[config.mk]
export PLATFORM = sky130hd
export DESIGN_NAME = npc_mdu
export DESIGN_NICKNAME = d
export VERILOG_FILES = /design/src/rtl/npc_mdu.sv
export SDC_FILE = /design/constraint.sdc
export NUM_CORES = 1
export LEC_CHECK = 0
export BUFFER_PORTS_ARGS = -buffer_cell sky130_fd_sc_hd__buf_2
export CAP_MARGIN = 0
export CORE_MARGIN = 2
export CORE_UTILIZATION = 55
export CTS_CLUSTER_SIZE = 16
export DETAILED_ROUTE_END_ITERATION = 8
export HOLD_SLACK_MARGIN = 0.05
export PLACE_DENSITY = 0.78
export SETUP_SLACK_MARGIN = 0.15
export SLEW_MARGIN = 25
export SYNTH_ARGS = -nofsm -noshare
export SYNTH_HDL_FRONTEND = slang
export SYNTH_SLANG_ARGS = --single-unit
[constraint.sdc]
create_clock -name clk -period 6.1 [get_ports clk]
set_clock_uncertainty 0.15 [all_clocks]
set_input_delay 0 -clock clk [delete_from_list [all_inputs] [get_ports clk]]
set_output_delay 0 -clock clk [all_outputs]
set_load 0.05 [all_outputs]
[src/rtl/npc_mdu.sv]
// Iterative RV32M multiply/divide unit: 32-step shift-add multiplier and restoring
// divider sharing one datapath, with a single-cycle bypass for divide-by-zero and overflow.
module npc_mdu (
  input  logic        clk,
  input  logic        rst,
  input  logic        in_valid,
  output logic        in_ready,
  input  logic [2:0]  in_op,
  input  logic [31:0] in_rs1,
  input  logic [31:0] in_rs2,
  input  logic [4:0]  in_rd,
  input  logic        flush,
  output logic        wb_done,
  output logic        wb_wen,
  output logic [4:0]  wb_waddr,
  output logic [31:0] wb_wdata,
  output logic        busy,
  output logic [1:0]  o_dbg_state
);

  typedef enum logic [1:0] {
    S_IDLE = 2'd0,
    S_CALC = 2'd1,
    S_DONE = 2'd2
  } state_t;

  localparam logic [2:0] OP_MUL    = 3'd0;
  localparam logic [2:0] OP_MULH   = 3'd1;
  localparam logic [2:0] OP_MULHSU = 3'd2;
  localparam logic [2:0] OP_DIV    = 3'd4;
  localparam logic [2:0] OP_REM    = 3'd6;

  state_t      r_state;
  logic [4:0]  r_cnt;
  logic [2:0]  r_op;
  logic [4:0]  r_rd;
  logic        r_neg;
  logic        r_special;
  logic [31:0] r_res;
  logic [63:0] r_a;
  logic [31:0] r_b;
  logic [63:0] r_acc;
  logic        r_wb_done;
  logic        r_wb_wen;
  logic [4:0]  r_wb_waddr;
  logic [31:0] r_wb_wdata;

  // Handshake: a request transfers on a rising edge where in_valid && in_ready && !flush;
  // in_ready is high only in IDLE and the request inputs are captured on that edge.
  logic w_accept;
  assign w_accept = in_valid && (r_state == S_IDLE) && !flush;

  assign in_ready    = (r_state == S_IDLE);
  assign busy        = (r_state != S_IDLE);
  assign o_dbg_state = r_state;
  assign wb_done     = r_wb_done;
  assign wb_wen      = r_wb_wen;
  assign wb_waddr    = r_wb_waddr;
  assign wb_wdata    = r_wb_wdata;

  // Request decode: which operands are treated as signed and their magnitudes.
  logic        w_a_signed;
  logic        w_b_signed;
  logic        w_a_neg;
  logic        w_b_neg;
  logic [31:0] w_a_mag;
  logic [31:0] w_b_mag;
  logic        w_is_div;
  logic        w_is_rem;
  logic        w_div_zero;
  logic        w_div_ovf;
  logic        w_special;
  logic [31:0] w_special_res;
  logic        w_res_neg;

  assign w_a_signed = (in_op == OP_MULH) || (in_op == OP_MULHSU) ||
                      (in_op == OP_DIV)  || (in_op == OP_REM);
  assign w_b_signed = (in_op == OP_MULH) || (in_op == OP_DIV) || (in_op == OP_REM);
  assign w_a_neg    = w_a_signed && in_rs1[31];
  assign w_b_neg    = w_b_signed && in_rs2[31];
  assign w_a_mag    = w_a_neg ? (~in_rs1 + 32'd1) : in_rs1;
  assign w_b_mag    = w_b_neg ? (~in_rs2 + 32'd1) : in_rs2;
  assign w_is_div   = in_op[2];
  assign w_is_rem   = in_op[2] && in_op[1];
  assign w_div_zero = w_is_div && (in_rs2 == 32'd0);
  assign w_div_ovf  = ((in_op == OP_DIV) || (in_op == OP_REM)) &&
                      (in_rs1 == 32'h8000_0000) && (in_rs2 == 32'hFFFF_FFFF);
  assign w_special  = w_div_zero || w_div_ovf;
  assign w_special_res = w_div_zero ? (in_op[1] ? in_rs1 : 32'hFFFF_FFFF)
                                    : (in_op[1] ? 32'd0  : 32'h8000_0000);
  // Remainder follows the dividend sign; quotient/product follow the sign mismatch.
  assign w_res_neg  = w_is_rem ? w_a_neg : (w_a_neg ^ w_b_neg);

  // One iteration step for each algorithm.
  logic [63:0] w_mul_sum;
  logic [32:0] w_trial;
  logic [32:0] w_diff;

  assign w_mul_sum = r_acc + r_a;
  assign w_trial   = {r_acc[31:0], r_b[31]};
  assign w_diff    = w_trial - {1'b0, r_a[31:0]};

  // Final sign fix and result selection, evaluated while in DONE.
  logic [63:0] w_prod;
  logic [31:0] w_div_val;
  logic [31:0] w_div_fix;
  logic [31:0] w_result;

  assign w_prod    = r_neg ? (~r_acc + 64'd1) : r_acc;
  assign w_div_val = r_op[1] ? r_acc[31:0] : r_b;
  assign w_div_fix = r_neg ? (~w_div_val + 32'd1) : w_div_val;
  assign w_result  = r_special        ? r_res :
                     r_op[2]          ? w_div_fix :
                     (r_op == OP_MUL) ? w_prod[31:0] : w_prod[63:32];

  always_ff @(posedge clk) begin
    if (rst) begin
      r_state    <= S_IDLE;
      r_cnt      <= 5'd0;
      r_op       <= 3'd0;
      r_rd       <= 5'd0;
      r_neg      <= 1'b0;
      r_special  <= 1'b0;
      r_res      <= 32'd0;
      r_a        <= 64'd0;
      r_b        <= 32'd0;
      r_acc      <= 64'd0;
      r_wb_done  <= 1'b0;
      r_wb_wen   <= 1'b0;
      r_wb_waddr <= 5'd0;
      r_wb_wdata <= 32'd0;
    end else begin
      r_wb_done  <= 1'b0;
      r_wb_wen   <= 1'b0;
      r_wb_waddr <= 5'd0;
      r_wb_wdata <= 32'd0;
      case (r_state)
        S_IDLE: begin
          if (w_accept) begin
            r_op      <= in_op;
            r_rd      <= in_rd;
            r_neg     <= w_res_neg;
            r_special <= w_special;
            r_res     <= w_special_res;
            // Divide keeps the divisor in r_a and shifts the dividend through r_b.
            r_a       <= {32'd0, (w_is_div ? w_b_mag : w_a_mag)};
            r_b       <= w_is_div ? w_a_mag : w_b_mag;
            r_acc     <= 64'd0;
            r_cnt     <= 5'd0;
            r_state   <= w_special ? S_DONE : S_CALC;
          end
        end
        S_CALC: begin
          if (flush) begin
            r_state <= S_IDLE;
            r_cnt   <= 5'd0;
            r_acc   <= 64'd0;
          end else begin
            if (r_op[2]) begin
              r_acc <= {32'd0, (w_diff[32] ? w_trial[31:0] : w_diff[31:0])};
              r_b   <= {r_b[30:0], ~w_diff[32]};
            end else begin
              if (r_b[0]) begin
                r_acc <= w_mul_sum;
              end
              r_a <= {r_a[62:0], 1'b0};
              r_b <= {1'b0, r_b[31:1]};
            end
            r_cnt <= r_cnt + 5'd1;
            if (r_cnt == 5'd31) begin
              r_state <= S_DONE;
            end
          end
        end
        S_DONE: begin
          r_state <= S_IDLE;
          if (!flush) begin
            r_wb_done  <= 1'b1;
            r_wb_wen   <= (r_rd != 5'd0);
            r_wb_waddr <= r_rd;
            r_wb_wdata <= w_result;
          end
        end
        default: r_state <= S_IDLE;
      endcase
    end
  end

endmodule
### Word-level counts from Yosys, hierarchy flattened

Index checks and enable logic that the tools add are counted.

| storage, ports and cells | value |
|---|---|
| word-level logic and storage cells | 109 |
| bits in registers | 248 |
| input bits | 76 |

| operators by class | value |
|---|---|
| $add $sub $neg | 7 |
| reductions and logical operators | 30 |
| bitwise operators | 7 |
| eq/ne operators | 14 |
| mux-type cells | 37 |

Operators with widths:

| operator | number |
|---|---|
| $mux 32 | 16 |
| $mux 64 | 8 |
| $pmux 64 s2 | 2 |
| $add 32x1->32 const B | 3 |
| $not 32->32 | 3 |
| $add 64x1->64 const B | 1 |
| $add 64x64->64 | 1 |
| $eq 32x32->1 const B | 2 |
| $not 64->64 | 1 |
| $pmux 32 s2 | 1 |
| $sub 33x32->33 | 1 |
| $logic_not 32->1 | 1 |
| $mux 5 | 2 |
| $pmux 5 s2 | 1 |
| $logic_and 1x1->1 | 8 |
| $mux 2 | 4 |
| $logic_or 1x1->1 | 7 |
| $eq 3x3->1 const B | 2 |
| $reduce_and 2->1 | 3 |
| $reduce_and 3->1 | 2 |
| $add 5x1->5 const B | 1 |
| $eq 5x5->1 const B | 1 |
| $reduce_bool 5->1 | 1 |
| $ne 2x2->1 const B | 2 |
| other kinds (18) | 21 |

### Depth between registers and ports, before layout

| depth | value |
|---|---|
| depth after elaboration | 9 |
| depth in mapped cells | 15 |
| mapped depth without buffers | 14 |

### Worst setup path before layout

Ideal clock, no wire load.

| path | value |
|---|---|
| kind | flip-flop to flip-flop |
| start | reg r_op[1] |
| end | reg r_wb_wdata[28] (netlist: wb_wdata[28]) |
| arrival | 3.511 ns |
| period minus slack after synthesis | 3.783 ns |
| path buffers | 5 |
| setup time | 0.123 ns |
| cell stages (with the launch flop) | 14 |
| setup slack | 2.317 ns |
| cell sequence | dfxtp_1 > buf_4 > clkbuf_1 > buf_1 > buf_2 > buf_1 > mux2i_1 > ha_1 > nand2_1 > or3_1 > o41ai_1 > xor2_1 > a221oi_1 > nor2_1 |

| between the ends | value |
|---|---|
| cells in the longest elaborated chain, start to end | 6 |
| elaborated cells between the ends (all ways) | 8 |

Ends and longest elaborated chain:

| what | line | source |
|---|---|---|
| start, declared | 35 | `logic [2:0] r_op;` |
| start signal, assigned | 140 | `r_op <= in_op;` |
| $mux 32 | 110 | `assign w_div_val = r_op[1] ? r_acc[31:0] : r_b;` |
| $not 32->32 | 111 | `assign w_div_fix = r_neg ? (~w_div_val + 32'd1) : w_div_val;` |
| $add 32x1->32 | 111 |  |
| $mux 32 | 111 |  |
| $mux 32 * | 113 | `r_op[2] ? w_div_fix :` |
| $mux 32 * | 112 | `assign w_result = r_special ? r_res :` |
| end signal, assigned | 181 | `r_wb_wdata <= w_result;` |
| end, declared | 46 | `logic [31:0] r_wb_wdata;` |

Mark *: on every way between the ends. The rest lies on a longest branch, timed or not.
A chain may end at the register's enable or synchronous reset.

### Worst setup path in the final report

| path | value |
|---|---|
| start | reg r_b[31] |
| end | reg r_acc[17] |

| between the ends | value |
|---|---|
| cells in the longest elaborated chain, start to end | 5 |

Ends and longest elaborated chain:

| what | line | source |
|---|---|---|
| start, declared | 41 | `logic [31:0] r_b;` |
| start signal, assigned | 147 | `r_b <= w_is_div ? w_a_mag : w_b_mag;` |
| start signal, assigned | 161 | `r_b <= {r_b[30:0], ~w_diff[32]};` |
| start signal, assigned | 167 | `r_b <= {1'b0, r_b[31:1]};` |
| $sub 33x32->33 | 101 | `assign w_diff = w_trial - {1'b0, r_a[31:0]};` |
| $mux 32 | 160 | `r_acc <= {32'd0, (w_diff[32] ? w_trial[31:0] : w_diff[31:0])};` |
| $mux 64 | 159 | `if (r_op[2]) begin` |
| $mux 64 | 154 | `if (flush) begin` |
| $pmux 64 s2 | 137 | `case (r_state)` |
| end signal, assigned | 160 |  |
| end signal, assigned | 164 | `r_acc <= w_mul_sum;` |
| end, declared | 42 | `logic [63:0] r_acc;` |

Every way passes these cells.

==> summary.md <==
| Metric | Value |
|---|---|
| Outcome | complete, but fails checks |
| Failing checks | design-rule violations |
| Layout cells sized above 1 | 0.08807 |
| Drt via density | 6.709 |
| Wirelength per Cell | 23.41 um |
| GPL Wtd Cong | 1.025 |
| Area Overhead vs Synth | 15.90% |
| DR vias | 23629 |
| Drt first pass iters | 9 |
| RSZ-0062 raised after global routing | no |
| Row count | 71 |
| Setup tns final | 0 ns |
| Crit. End Element | flop |
| DRC violations left | 5 |
| Worst Hold Class | in -> reg |
| Synth unique cells | 86 |
| Number of max-cap violations | 0 |
| Share of the synthesized area in the top cell type | 0.2369 |
| Max Clk Rate | between 0.15 and 0.2 GHz |
| Num CTS Buffers | 30 |
| Routed Antenna Nets | 0 |
| DIE WIDTH | ~200 um |
| Max Slew Vio Count | 0 |
| Biggest area consumer among synthesized cells | dfxtp_1 |
| Core area | 0.03758 mm^2 |
| CTS tree | yes |
| Iteration-0 DRC Markers | approximately 3000 |
| First-pass GRT wire length | 126.1 mm |
| Minimum clock period | 5.001 ns |
| Largest cells by area after synthesis | dfxtp_1 (24%), a21oi_1 (7.4%), ha_1 (6.1%) |
| Synth Register Bits | 248 |
| H-tree depth | 1 |
| Req. time, crit path | 6.37 ns |
| Yosys warning count | 0 |
| Clock Path Buffers | 3 |
| Worst-Skew Late Latency | 0.62 ns |
| Initial Utilization | 0.5578 |
| Clock root buffer master | clkbuf_16 |
| Vias in the first global route | ~22000 |
| Final Cycle Share | 0.8198 |
| Dpl hpwl | slightly below 60 mm |
| Met2 Usage GRT | 0.6050 |
| Synth top cells by count | a21oi_1 (311), nand2_1 (300), dfxtp_1 (248), nor2_1 (226), clkbuf_1 (180) |
| Setup violations, final | 0 |
| Final WL | 82.45 mm |
| Antenna violations before repair | 3 |
| Most common flop cell mapped by yosys | dfxtp_1 |
| Top-count cell post-synth | a21oi_1 |
| Met3 Resource Use GR | 0.1124 |
| Syn_area_per_cell | 7.311 um^2 |
| Post-synth EDFFs | 0 |
| Fin nets | 3167 |
| Die area | about 0.04 mm^2 |
| Maximum fanout along the worst path | 16 |
| Clock Sinks | 248 |
| Mapped Area | around 0.021 mm^2 |
| Sequential share of the synthesized area | 0.2369 |
| Post-Syn Nets | 3047 |
| Final Hold Fails | 0 |
| Post-Syn Instances | roughly 2900 |
| Slew margin rel. | 0.2905 |
| GRT Resource Usage Total | 0.4077 |
| Leakage Power | 9.525 nW |
| Largest net degree at the start of global routing | 88 |
| Total grt overflow | 0 |
| Buffers on Ports | 118 |
| WP data arrival | 5.28 ns |
| Asr flop ratio synth | 0 |
| Worst Setup Start Kind | flop |
| Most Crowded Layer GR | met2 |
| Worst hold slack | around 0.15 ns |
| Die height | 199.2 um |
| Clk pin slew, worst setup/hold paths | 0.07 ns |
| Pwr dens | 202.2 mW/mm^2 |
| Worst-margin pin slew | 1.062 ns |
| I/O Pins | 119 |
| Kind of critical path | reg -> reg |
| M1 GR Usage | 0.5241 |
| Worst vdd ir | 0.2440 mV |
-- logic make-up after synthesis --
family          share of synthesized area
compound gates                     0.2807
xor+xnor                          0.07933
fa+ha+maj                         0.06279
buf+inv                           0.05330
flops                              0.2369
mux                               0.06184
simple gates                       0.2252
-- per-stage QoR --
step | utilization | cells | setup slack, ns | total power (W) | cell area (um^2)
floorplan | - | 2867 | 2.317 | 0.002480 | 20960
detailed placement | 0.5777 | 3317 | 1.241 | 0.002817 | 21710
global route | 0.6464 | 3521 | 0.9057 | 0.005055 | 24290
finish | 0.6465 | 3522 | 1.099 | 0.004912 | 24290
global placement | 0.5777 | 3317 | 1.390 | 0.002804 | 21710
CTS | 0.6463 | 3520 | 1.138 | 0.004860 | 24290
-- cell type report --
type / instances / area (um^2)
flip-flops and latches: 248 / 4971
multi-input cells: 2329 / 14950
repair buffers: 304 / 2362
diodes: 2 / 5.005
clock inverters: 16 / 265.3
inverters: 74 / 277.8
clock buffers: 38 / 820.8
fillers: 3267 / 13280
well taps: 511 / 639.4
-- cell usage in the layout, fill, tap and decap left out, types with 18 or more instances in the layout --
master | synthesis | routed
a211oi_1 | 101 | 101
a21o_1 | 74 | 74
a21oi_1 | 311 | 310
a22oi_1 | 32 | 32
a31oi_1 | 23 | 23
and2_1 | 34 | 34
and3_1 | 23 | 23
buf_2 | 6 | 117
buf_4 | 3 | 38
clkbuf_16 | 0 | 30
dfxtp_1 | 248 | 245
dlygate4sd3_1 | 0 | 149
ha_1 | 102 | 102
inv_1 | 72 | 72
mux2i_1 | 116 | 116
nand2_1 | 300 | 300
nand2b_1 | 51 | 50
nand3_1 | 107 | 107
nand4_1 | 33 | 33
nor2_1 | 226 | 224
nor3_1 | 100 | 98
nor4_1 | 22 | 21
o211ai_1 | 24 | 24
o21ai_0 | 157 | 157
o22ai_1 | 18 | 18
o31ai_1 | 26 | 26
or3_1 | 22 | 21
xnor2_1 | 99 | 99
xor2_1 | 89 | 89
-- flip-flops by register name, indices dropped and copies added, names as in the netlist, 2 cells and up --
signal       flops
r_a             64
r_res           32
wb_waddr         5
wb_wdata        32
r_rd             5
r_acc           64
o_dbg_state      2
r_b             32
r_op             3
r_cnt            5
-- per-layer routing --
metal / share of wire / vias to the layer above
met5: 0.0017 / -
li1: - / 10728
met1: 0.39 / 10981
met4: 0.068 / 6
met2: 0.43 / 1487
met3: 0.11 / 427
-- path summary, 6_finish.rpt --
path / start / endpoint / slack, ns / cells after the start
worst min register to register: r_res[11] / r_res[11] / 0.30 / 2
worst max-delay path: r_b[31] / r_acc[17] / 1.10 / 16
worst max register to register: r_b[31] / r_acc[17] / 1.10 / 16
worst min-delay path: in_op[0] / r_op[0] / 0.15 / 4
-- critical path, cell delays in order (launching register included) --
cell and delay (ns):
dfxtp_1 0.39, inv_1 0.08, ha_1 0.21, fa_1 0.42, nor2b_1 0.15, o21ai_1 0.11, a21oi_1 0.31, o41a_1 0.21
a41oi_1 0.17, o31ai_2 0.54, a21oi_1 0.20, o31ai_2 0.45, xor2_4 0.36, buf_4 0.38, buf_4 0.30, mux2i_1 0.23
o22ai_1 0.11
-- timing repair --
item | in CTS | in global routing
hold endpoints to repair | 127 | 0
hold buffers | 149 | 0
resized for setup | 0 | 0
buffers inserted | 0 | 0
-- where the power goes --
part	internal, W	switching [W]
clock network	0.00121	0.000791
registers	0.00166	0.0000882
logic	0.000423	0.000738
total	0.00329	0.00162
Note: power is estimated with default switching activity, not from simulation.
